File: config.mk
export PLATFORM = sky130hd
export DESIGN_NAME = en2edge
export DESIGN_NICKNAME = d
export VERILOG_FILES = /design/src/rtl/en2edge.sv
export SDC_FILE = /design/constraint.sdc
export NUM_CORES = 1
export LEC_CHECK = 0
export BUFFER_PORTS_ARGS = -buffer_cell sky130_fd_sc_hd__clkbuf_2
export CAP_MARGIN = 20
export CORE_UTILIZATION = 51
export CTS_CLUSTER_DIAMETER = 40
export CTS_CLUSTER_SIZE = 14
export DETAILED_ROUTE_END_ITERATION = 8
export PLACE_DENSITY_LB_ADDON = 0.2
export SYNTH_ARGS = -nofsm -noshare
export SYNTH_HDL_FRONTEND = slang
export SYNTH_SLANG_ARGS = --single-unit
File: constraint.sdc
create_clock -name clk_i -period 2.45 [get_ports clk_i]
set_clock_uncertainty 0.15 [all_clocks]
set_input_delay 0.1225 -clock clk_i [delete_from_list [all_inputs] [get_ports clk_i]]
set_output_delay 0.1225 -clock clk_i [all_outputs]
set_load 0.005 [all_outputs]
File: src/rtl/en2edge.sv
// Turns single-cycle enable strobes into width-controlled pulses on a level output.
// Strobes that arrive while a pulse is in progress are queued in a saturating counter.
module en2edge #(
  parameter int unsigned CNT_WIDTH  = 8,
  parameter int unsigned PEND_WIDTH = 4
) (
  input  logic                 clk_i,
  input  logic                 rst_n_i,
  input  logic                 trig_i,
  input  logic [CNT_WIDTH-1:0] high_len_i,
  input  logic [CNT_WIDTH-1:0] low_len_i,
  output logic                 data_o,
  output logic                 done_o,
  output logic                 ovf_o,
  output logic                 busy_o
);

  typedef enum logic [1:0] {StIdle, StHigh, StLow} state_e;

  localparam logic [PEND_WIDTH-1:0] PendMax = '1;

  state_e                state_q, state_d;
  logic [CNT_WIDTH-1:0]  timer_q, timer_d;
  logic [PEND_WIDTH-1:0] pend_q, pend_d;
  logic                  data_q, data_d;
  logic                  done_q, done_d;
  logic                  ovf_q, ovf_d;

  logic [CNT_WIDTH-1:0]  hi_load, lo_load;
  logic                  inc, dec, consumed;

  // A programmed length of 0 behaves like 1, so the reload value never wraps.
  assign hi_load = (high_len_i == '0) ? '0 : high_len_i - CNT_WIDTH'(1);
  assign lo_load = (low_len_i == '0) ? '0 : low_len_i - CNT_WIDTH'(1);

  always_comb begin
    state_d  = state_q;
    timer_d  = timer_q;
    dec      = 1'b0;
    consumed = 1'b0;
    unique case (state_q)
      StIdle: begin
        if (pend_q != '0) begin
          state_d = StHigh;
          timer_d = hi_load;
          dec     = 1'b1;
        end else if (trig_i) begin
          state_d  = StHigh;
          timer_d  = hi_load;
          consumed = 1'b1;
        end
      end
      StHigh: begin
        if (timer_q == '0) begin
          state_d = StLow;
          timer_d = lo_load;
        end else begin
          timer_d = timer_q - CNT_WIDTH'(1);
        end
      end
      StLow: begin
        if (timer_q == '0) begin
          if (pend_q != '0) begin
            state_d = StHigh;
            timer_d = hi_load;
            dec     = 1'b1;
          end else if (trig_i) begin
            state_d  = StHigh;
            timer_d  = hi_load;
            consumed = 1'b1;
          end else begin
            state_d = StIdle;
          end
        end else begin
          timer_d = timer_q - CNT_WIDTH'(1);
        end
      end
      default: state_d = StIdle;
    endcase
  end

  assign inc = trig_i && !consumed;

  always_comb begin
    pend_d = pend_q;
    ovf_d  = 1'b0;
    if (inc && !dec) begin
      if (pend_q == PendMax) begin
        ovf_d = 1'b1;
      end else begin
        pend_d = pend_q + PEND_WIDTH'(1);
      end
    end else if (dec && !inc) begin
      pend_d = pend_q - PEND_WIDTH'(1);
    end
  end

  assign data_d = (state_d == StHigh);
  assign done_d = (state_q == StHigh) && (timer_q == '0);

  always_ff @(posedge clk_i or negedge rst_n_i) begin
    if (!rst_n_i) begin
      state_q <= StIdle;
      timer_q <= '0;
      pend_q  <= '0;
      data_q  <= 1'b0;
      done_q  <= 1'b0;
      ovf_q   <= 1'b0;
    end else begin
      state_q <= state_d;
      timer_q <= timer_d;
      pend_q  <= pend_d;
      data_q  <= data_d;
      done_q  <= done_d;
      ovf_q   <= ovf_d;
    end
  end

  assign data_o = data_q;
  assign done_o = done_q;
  assign ovf_o  = ovf_q;
  assign busy_o = (state_q != StIdle) || (pend_q != '0);

endmodule

Word-level counts from Yosys, hierarchy flattened
Cells that the tools add are included.

storage, ports and cells
  register bits = 17
  input port bits = 19
  output and inout port bits = 4
  word-level logic and storage cells = 59

cells by class
  add/sub/neg operators = 5
  equal/unequal tests = 5
  mux-type cells = 26
  reduce and logical (&&, ||, !) cells = 17

operator list
  cell                                              count
  2-to-1 mux 8 bit                                  6
  logical NOT 8 bit                                 3
  one-hot mux 8 bit (3 select lines)                1
  subtractor 8 x 1 -> 8 bit, second input constant  3
  2-to-1 mux 4 bit                                  3
  2-to-1 mux 1 bit                                  9
  2-to-1 mux 2 bit                                  4
  one-hot mux 2 bit (3 select lines)                1
  adder 4 x 1 -> 4 bit, second input constant       1
  == test 2 x 1 -> 1 bit, second input constant     2
  == test 4 bit, second input constant              1
  logical AND 1 bit                                 4
  one-hot mux 1 bit (2 select lines)                2
  nonzero test 2 bit                                2
  nonzero test 4 bit                                1
  subtractor 4 x 1 -> 4 bit, second input constant  1
  logical NOT 1 bit                                 3
  nonzero test 3 bit                                1
  == test 2 bit, second input constant              1
  logical NOT 2 bit                                 1
  != test 2 bit, second input constant              1
  AND reduction 2 bit                               1
  logical OR 1 bit                                  1

Depth between registers and ports, before layout
Gate-level depths: netlist of run 1.

  depth after elaboration = 10
  depth in mapped cells = 10

Worst setup path after synthesis of run 1
Ideal clock, no wire load.

  kind = flip-flop to flip-flop
  from = register timer_q[0]
  to = register pend_q[3]
  library setup time = 79 ps
  data arrival time = 2204 ps
  slack = 16 ps
  stages on the path, launching flop included = 11
  buffers on the path = 0
  clock period less this slack = 2434 ps
  cells stage by stage = dfrtp_1 > inv_1 > ha_1 > nor4b_4 > a31oi_1 > nand2_1 > ha_1 > a21o_1 > a21oi_1 > mux2i_1 > xor2_1

between the ends
  cells in the longest elaborated chain, start to end = 9
  elaborated cells on any way between the ends = 15
  those cells by class = 1 x eq/ne; 5 x mux; 9 x reduce/logical

RTL lines
  element                             RTL line  RTL
  start, declared                     23        logic [CNT_WIDTH-1:0] timer_q, timer_d;
  start signal, assigned              111       timer_q <= timer_d;
  logical NOT 8 bit (*)               62        if (timer_q == '0) begin
  2-to-1 mux 1 bit                    62
  one-hot mux 1 bit (2 select lines)  41        unique case (state_q)
  logical NOT 1 bit                   82        assign inc = trig_i && !consumed;
  logical AND 1 bit                   82
  logical NOT 1 bit                   93        end else if (dec && !inc) begin
  logical AND 1 bit                   93
  nonzero test 2 bit (no line)        n/a
  AND reduction 2 bit (no line)       n/a
  end signal, assigned                112       pend_q <= pend_d;
  end, declared                       24        logic [PEND_WIDTH-1:0] pend_q, pend_d;

Mark *: on every way between the ends. The rest lies on a longest branch, timed or not.
A chain may end at the register's enable or synchronous reset.

Worst setup path in the final report of run 1
  from = register timer_q[1]
  to = register pend_q[1]

The elaborated chain is that of the path after synthesis.

==> results of run 1 <==
## cells in the final DEF (no fill, tap or decap), types with 2 or more instances in the layout
master and count:
a21oi_1 4, a221o_1 3, a22oi_1 2, a2bb2oi_1 3
a31oi_1 2, and2_1 2, buf_4 8, clkbuf_2 22
clkbuf_4 3, dfrtp_1 17, dlygate4sd3_1 2, ha_1 11
inv_1 11, mux2_1 2, mux2i_1 3, nand2_1 11
nand2_2 2, nand3_1 3, nand4_1 2, nor2_1 13
nor3_1 3, nor4_1 3, o21ai_0 6, o221ai_1 4
o31ai_1 3, o32ai_1 2, or3_1 3, or4_1 3
or4_4 2, xnor2_1 7, xor2_1 10
## cell families after synthesis
group,count (synthesis)
flip-flops,17
AO/OA/AOI/OAI,39
AND/OR/NAND/NOR,54
buffers and inverters,13
XOR/XNOR,17
adder cells (fa/ha/maj),12
multiplexers,5
## flip-flops by register name, indices dropped and copies added (netlist names)
| register | count |
|---|---|
| data_o | 1 |
| done_o | 1 |
| ovf_o | 1 |
| pend_q | 4 |
| state_q | 2 |
| timer_q | 8 |
## through the flow
stage	instances	utilization	worst slack (ns)	cell area (um^2)	total power, mW
after floorplan	157	-	0.0164	1440	1.51
after global placement	214	0.633	0.0870	1630	1.82
after detailed placement	214	0.633	0.0302	1630	1.87
after CTS	219	0.647	0.0218	1660	2.03
after global routing	222	0.664	0.0141	1710	2.31
final	222	0.664	0.171	1710	2.12
## worst max-delay path, stage by stage (launching register included)
cell and delay [ns]:
dfrtp_1 0.42, inv_2 0.08, ha_1 0.14, nor4b_4 0.24, a31oi_2 0.15, buf_4 0.16
or3_1 0.39, nand2_2 0.12, mux2_1 0.32
## layout make-up
type | instances | area share
multi-input combinational | 127 | 0.575
sequential | 17 | 0.249
timing repair buffer | 32 | 0.112
inverter | 12 | 0.0264
tap | 30 | 0.0220
clock buffer | 4 | 0.0154
## timing repair
item,CTS,global route
setup endpoints to repair,0,3
buffers inserted,0,2
resized for setup,0,6
hold buffers,1,1
hold endpoints to repair,17,1
## power breakdown
part,total [mW],switching [mW],internal (mW)
combinational,1.39,0.741,0.649
clock,0.158,0.0943,0.0635
sequential,0.572,0.153,0.419
total,2.12,0.988,1.13
## cell usage after synthesis, types with 2 or more instances
| cell type | n |
|---|---|
| a21oi_1 | 5 |
| a221o_1 | 3 |
| a22oi_1 | 2 |
| a2bb2oi_1 | 3 |
| a31oi_1 | 3 |
| and2_1 | 2 |
| dfrtp_1 | 17 |
| ha_1 | 11 |
| inv_1 | 12 |
| mux2_1 | 2 |
| mux2i_1 | 3 |
| nand2_1 | 13 |
| nand3_1 | 3 |
| nand4_1 | 2 |
| nor2_1 | 13 |
| nor3_1 | 3 |
| nor4_1 | 3 |
| o21ai_0 | 6 |
| o221ai_1 | 4 |
| o31ai_1 | 3 |
| o32ai_1 | 2 |
| or3_1 | 3 |
| or4_1 | 4 |
| xnor2_1 | 7 |
| xor2_1 | 10 |
## worst paths after layout
kind                         endpoint  cells after the start
max                         pend_q[1]                      8
min                        timer_q[7]                      3
max reg2reg                 pend_q[1]                      8
min reg2reg                 pend_q[3]                      1
max in group asynchronous  timer_q[6]                      2
min in group asynchronous      data_o                      2
## routing by layer
layer,global-route usage,routed length (um)
met1,0.337,1530
met2,0.420,1520
met3,0.0328,161
met4,0.129,82
met5,0,0
==> results.toml, run 1 <==
[global_route]
grt_max_degree = 18
antenna_found_initial = 0
overflow = 0
grt_pass1_vias = 1293
track_usage = 0.259
grt_first_pass_wirelength_um = 5480

[logic_synthesis]
synthFlopType = "dfrtp_1"
yosysTopAreaCellShare = 0.296
avgSynthCellArea_um2 = 9.16
syn-num-nets = 188
synth_compound_area_frac = 0.209
synthAdderAreaFrac = 0.110
synth_edf_count = 0
ys_ff_latch = 17
synthArstFlopShare = 1.00
synth_area_leaders = "dfrtp_1 (30%), ha_1 (9.6%), xor2_1 (6.1%)"
yosys.area.top_type = "dfrtp_1"
syn_inst = 157
synthSimpleGateAreaFrac = 0.211
synthMuxAreaShare = 0.0366
yosysSeqAreaShare = 0.296
syn_area_um2 = 1440
synth_top_family_by_area = "simple AND/OR/NAND/NOR gates"
yosys_warnings = 0
ys_types = 43
synth_xor_area_frac = 0.104

[cells_and_area]
num_antenna_cells = 0
multi_input_area_um2 = 981
fillers = 210
area_growth_pct = 18.6
regArea_um2 = 425
final_net_count = 224
drive_gt1_frac = 0.234

[sta]
finalMaxSlewViolations = 0
period_share = 0.930
grt_setup_unrepaired = "false"
worstMarginPinSlew_ns = 0.528
hold_violations = 0
slew_headroom = 0.646
setup_viol = 0
fin_hold_ws_ns = 0.0353
fin_tns_setup_ns = 0
max_freq_ghz = 0.439
period_needed_ns = 2.28

[placed_design]
place_hpwl_um = 2600
placement.io_buffers = 22
gp_congestion = 0.865

[min_path]
worstHoldStart = "high_len_i[7]"
hold_class = "primary input to flop"

[clock_tree]
clkTransAtPathRegs_ns = 0.10
numClockSinks = 17
clk_latency_ns = 0.30
h-tree-depth = 1
cts_buffers = 3
clk_path_buf_depth = 2
cts_root_buf = "clkbuf_4"
tritoncts = "done"

[setup_path]
cp_data_arrival_time_ns = 2.32
required_ns = 2.49
startpoint = "timer_q[1]"
worst_setup_path_start_kind = "flop"
cp-end-kind = "flop"
r2r_slack_ns = 0.17
rr_startpoint = "timer_q[1]"
path_class = "flop to flop"
worstPathMaxFanout = 4

[power]
irDropWorstVdd_mv = 1.09
p_leak_nw = 0.767
power.density_nw_per_um2 = 1240

[drt]
routedWlPerCell_um = 14.9
antenna_left = 0
via_count = 1338
route.detailed.drc = 0
drt_iter0_drc = 41
wl_um = 3300
drt-vias-per-instance = 6.03
drtPass1Iterations = 4

[outcome]
status = "finished, final reports clean"

[floorplanning]
die_y_um = 55.1
start_util = 0.560
num_rows = 18
io_pins = 23
die_w_um = 55.1
core_area_um2 = 2570
die_area_um2 = 3040

[job]
max-cap-violations = 0
(Power assumes the default switching activity.)
==> run 2: changes to the inputs <==
--- a/config.mk
+++ b/config.mk
@@ -7,6 +7,7 @@
 export LEC_CHECK = 0
 export BUFFER_PORTS_ARGS = -buffer_cell sky130_fd_sc_hd__clkbuf_2
 export CAP_MARGIN = 20
+export CORE_ASPECT_RATIO = 0.7
 export CORE_UTILIZATION = 51
 export CTS_CLUSTER_DIAMETER = 40
 export CTS_CLUSTER_SIZE = 14
==> results.toml, run 2 (synthesis results as in run 1) <==
[outcome]
status = "finished, final reports clean"

[drt]
wl_um = 3730
drtPass1Iterations = 4
route.detailed.drc = 0
drt-vias-per-instance = 6.26
drt_iter0_drc = 152
routedWlPerCell_um = 16.5
antenna_left = 0
via_count = 1415

[sta]
fin_hold_ws_ns = 0.0997
period_needed_ns = 2.29
slew_headroom = 0.628
hold_violations = 0
worstMarginPinSlew_ns = 0.555
finalMaxSlewViolations = 0
setup_viol = 0
period_share = 0.936
fin_tns_setup_ns = 0
max_freq_ghz = 0.436
grt_setup_unrepaired = "false"

[cells_and_area]
final_common_cell = "clkbuf_2"
num_antenna_cells = 0
regArea_um2 = 425
layout_common_cells = "clkbuf_2 (22), dfrtp_1 (17), nor2_1 (13)"
fin_cells = 226
final_net_count = 224
fillers = 225
multi_input_area_um2 = 975
finish.utilization = 0.670
top_regs = "timer_q (8), pend_q (4), state_q (2)"
largest_register_ffs = 8
regMostFlops = "timer_q"
design_area_um2 = 1720
area_growth_pct = 19.8
drive_gt1_frac = 0.240

[global_route]
antenna_found_initial = 0
overflow = 0
grt_pass1_vias = 1297
grt_max_degree = 18
track_usage = 0.267
grt_first_pass_wirelength_um = 5930

[clock_tree]
clk_path_buf_depth = 2
cts_root_buf = "clkbuf_8"
h-tree-depth = 1
clk_latency_ns = 0.25
cts_buffers = 3
tritoncts = "done"
numClockSinks = 17
clkTransAtPathRegs_ns = 0.06

[setup_path]
path_class = "flop to flop"
cp-end-kind = "flop"
r2r_slack_ns = 0.16
critPathSlowestCell = "or4_1"
path_cells = "nor3_1 > buf_4 > a31oi_1 > or4_1 > a2bb2oi_1 > o31ai_1"
crit_family = "simple AND/OR/NAND/NOR gates"
required_ns = 2.45
cp_data_arrival_time_ns = 2.30
worst_setup_path_start_kind = "flop"
cp.buffers_inverters = 1
max_stage_delay_ns = 0.55
worstPathMaxFanout = 7

[floorplanning]
die_y_um = 46.4
io_pins = 23
die_w_um = 65.5
die_area_um2 = 3040
start_util = 0.559
core_area_um2 = 2570
num_rows = 15

[power]
pwr-share-comb = 0.643
p_leak_nw = 0.777
irDropWorstVdd_mv = 0.721
power_frac_clock = 0.095
switchingPower_mw = 1.06
switching_share = 0.473
p_int_mw = 1.17
power.density_nw_per_um2 = 1300
power_frac_seq = 0.262

[placed_design]
dpl_cell_area_um2 = 1630
placement.io_buffers = 22
gp_congestion = 0.856
place_hpwl_um = 2920
place_inst = 218

[job]
max-cap-violations = 0

[min_path]
hold_class = "primary input to flop"
-- run 2: cell types whose count changed in the layout (fill, tap and decap cells not counted), sizes merged --
cell and delta:
clkbuf -1, buf +1, dlygate4sd3 -1, clkinv +1
-- run 2: power by group through the flow --
| stage | sequential [mW] | clock [mW] | combinational (mW) |
|---|---|---|---|
| after detailed placement | 0.581 | 0 | 1.33 |
| final | 0.584 | 0.211 | 1.43 |
| after global placement | 0.564 | 0 | 1.28 |
| after CTS | 0.576 | 0.216 | 1.34 |
| after floorplan | 0.556 | 0 | 0.954 |
| after global routing | 0.602 | 0.224 | 1.57 |
-- run 2: what timing repair did --
action,CTS,global route
endpoints found under the setup margin,0,1
buffers inserted,0,3
hold buffers,1,0
hold endpoints to repair,17,0
resized for setup,0,5
-- run 2: through the flow --
step,setup WS [ns],total power [mW]
2_1_floorplan,0.0164,1.51
3_3_place_gp,0.140,1.85
3_5_place_dp,0.0391,1.91
4_1_cts,0.0117,2.13
5_1_grt,0.00281,2.39
6_report,0.158,2.23
-- run 2: path summary, 6_finish.rpt --
kind	cells past startpoint	start	to
worst min-delay path	3	high_len_i[4]	timer_q[4]
worst min register to register	1	pend_q[3]	pend_q[3]
worst max-delay path	6	timer_q[4]	timer_q[2]
max in group asynchronous	2	rst_n_i	timer_q[5]
min in group asynchronous	2	rst_n_i	data_o
worst max register to register	6	timer_q[4]	timer_q[2]
-- run 2: final cells by class --
| type | instances | share of cell area |
|---|---|---|
| flip-flops and latches | 17 | 0.247 |
| repair buffers | 32 | 0.109 |
| clock buffers | 3 | 0.0240 |
| multi-input cells | 127 | 0.566 |
| well taps | 34 | 0.0247 |
| clock inverters | 1 | 0.00291 |
| inverters | 12 | 0.0262 |
-- run 2: per-layer routing --
| layer | global-route usage | routed length, um | part of all wire |
|---|---|---|---|
| met2 | 0.431 | 1640 | 0.44 |
| met5 | 0 | 0 | 0 |
| met4 | 0.0783 | 95 | 0.025 |
| met1 | 0.363 | 1640 | 0.44 |
| met3 | 0.0569 | 351 | 0.094 |
-- run 2: worst reg2reg max path: stages (launching register included) --
cell	delay [ns]
dfrtp_1	0.45
nor3_1	0.40
buf_4	0.22
a31oi_1	0.14
or4_1	0.55
a2bb2oi_1	0.18
o31ai_1	0.10
==> run 3: changes to the inputs <==
--- a/config.mk
+++ b/config.mk
@@ -6,9 +6,8 @@
 export NUM_CORES = 1
 export LEC_CHECK = 0
 export BUFFER_PORTS_ARGS = -buffer_cell sky130_fd_sc_hd__clkbuf_2
-export CAP_MARGIN = 20
 export CORE_ASPECT_RATIO = 0.7
-export CORE_UTILIZATION = 51
+export CORE_UTILIZATION = 28
 export CTS_CLUSTER_DIAMETER = 40
 export CTS_CLUSTER_SIZE = 14
 export DETAILED_ROUTE_END_ITERATION = 8
==> results.toml, run 3 (synthesis results as in run 1) <==
[clock_tree]
numClockSinks = 17
tritoncts = "done"
cts_buffers = 3
cts_root_buf = "clkbuf_8"
clk_path_buf_depth = 2
h-tree-depth = 1
clk_latency_ns = 0.26
clkTransAtPathRegs_ns = 0.07

[sta]
finalMaxSlewViolations = 0
fin_tns_setup_ns = 0
worstMarginPinSlew_ns = 0.447
slew_headroom = 0.702
period_needed_ns = 2.33
fin_ws_ns = 0.115
setup_viol = 0
max_freq_ghz = 0.428
hold_violations = 0
period_share = 0.953
fin_hold_ws_ns = 0.0816
grt_setup_unrepaired = "false"

[drt]
route.detailed.drc = 0
via_count = 1311
drtPass1Iterations = 4
drt-vias-per-instance = 4.91
drt_iter0_drc = 113
antenna_left = 0
routedWlPerCell_um = 13.7
wl_um = 3660

[global_route]
antenna_found_initial = 0
grt_pass1_vias = 1210
overflow = 0
grt_first_pass_wirelength_um = 6020
track_usage = 0.151
grt_max_degree = 18

[cells_and_area]
area_growth_pct = 25.3
top_regs = "timer_q (8), pend_q (4), state_q (2)"
final_common_cell = "clkbuf_2"
drive_gt1_frac = 0.247
design_area_um2 = 1800
fin_cells = 267
regMostFlops = "timer_q"
final_net_count = 230
finish.utilization = 0.371
largest_register_ffs = 8
fillers = 503
num_antenna_cells = 0
layout_common_cells = "clkbuf_2 (22), dfrtp_1 (17), buf_4 (15)"

[setup_path]
r2r_slack_ns = 0.12
ff2ff_path_depth = 9
required_ns = 2.45
rr_startpoint = "timer_q[1]"
path_class = "flop to flop"
worst_setup_path_start_kind = "flop"
cp-end-kind = "flop"
cp_data_arrival_time_ns = 2.33
r2r-end = "pend_q[2]"
worstPathMaxFanout = 4
startpoint = "timer_q[1]"

[placed_design]
dpl_cell_area_um2 = 1730
place_inst = 261
dpl_worst_slack_ns = 0.0723
place_hpwl_um = 2960
gp_congestion = 0.889
placement.io_buffers = 22

[min_path]
holdPathEnd = "timer_q[7]"
worstHoldStart = "high_len_i[7]"
hold_class = "primary input to flop"
min_path_cells = 3

[power]
p_total_mw = 2.23
irDropWorstVdd_mv = 0.276
p_leak_nw = 0.807
power.density_nw_per_um2 = 1240

[job]
max-cap-violations = 0

[floorplanning]
die_area_um2 = 5430
die_w_um = 87.6
io_pins = 23
core_area_um2 = 4860
start_util = 0.296
num_rows = 21
die_y_um = 62.0

[outcome]
status = "finished, final reports clean"
[run 3: area by class of cell]
type | instances | area, um^2 | share of cell area
clock inverters | 1 | 5.00 | 0.00278
repair buffers | 38 | 233 | 0.129
flip-flops and latches | 17 | 425 | 0.236
clock buffers | 3 | 41.3 | 0.0229
well taps | 69 | 86.3 | 0.0479
multi-input cells | 127 | 966 | 0.536
inverters | 12 | 45.0 | 0.0250
[run 3: how the worst max path moves through the flow]
stage                           end  slack (ns)
after floorplan           pend_q[3]        0.02
after global placement    pend_q[3]        0.11
after detailed placement  pend_q[3]        0.07
after CTS                 pend_q[3]        0.05
after global routing      pend_q[2]        0.02
final                     pend_q[2]        0.12
[run 3: per-layer routing]
metal | wire (um) | track usage
met5 | 0 | 0
met4 | 51 | 0.0492
met3 | 191 | 0.0277
met2 | 1380 | 0.198
met1 | 2030 | 0.240
[run 3: what timing repair did]
item,4_1_cts,5_1_grt
setup buffers,0,1
gates resized for setup,0,2
hold buffers,1,0
setup endpoints to repair,0,1
endpoints found under the hold margin,17,0
[run 3: power by group]
group          switching [mW]  leakage (nW)  internal (mW)
registers               0.119         0.211          0.420
clock network           0.108        0.0255          0.113
logic                   0.789         0.570          0.685
[run 3: critical path, stage by stage (launching register included)]
cell     delay [ns]
dfrtp_1        0.39
inv_2          0.06
ha_1           0.19
nor4b_4        0.14
a31oi_1        0.18
nand2_1        0.13
buf_4          0.16
fa_1           0.37
xor2_1         0.16
mux2_1         0.29
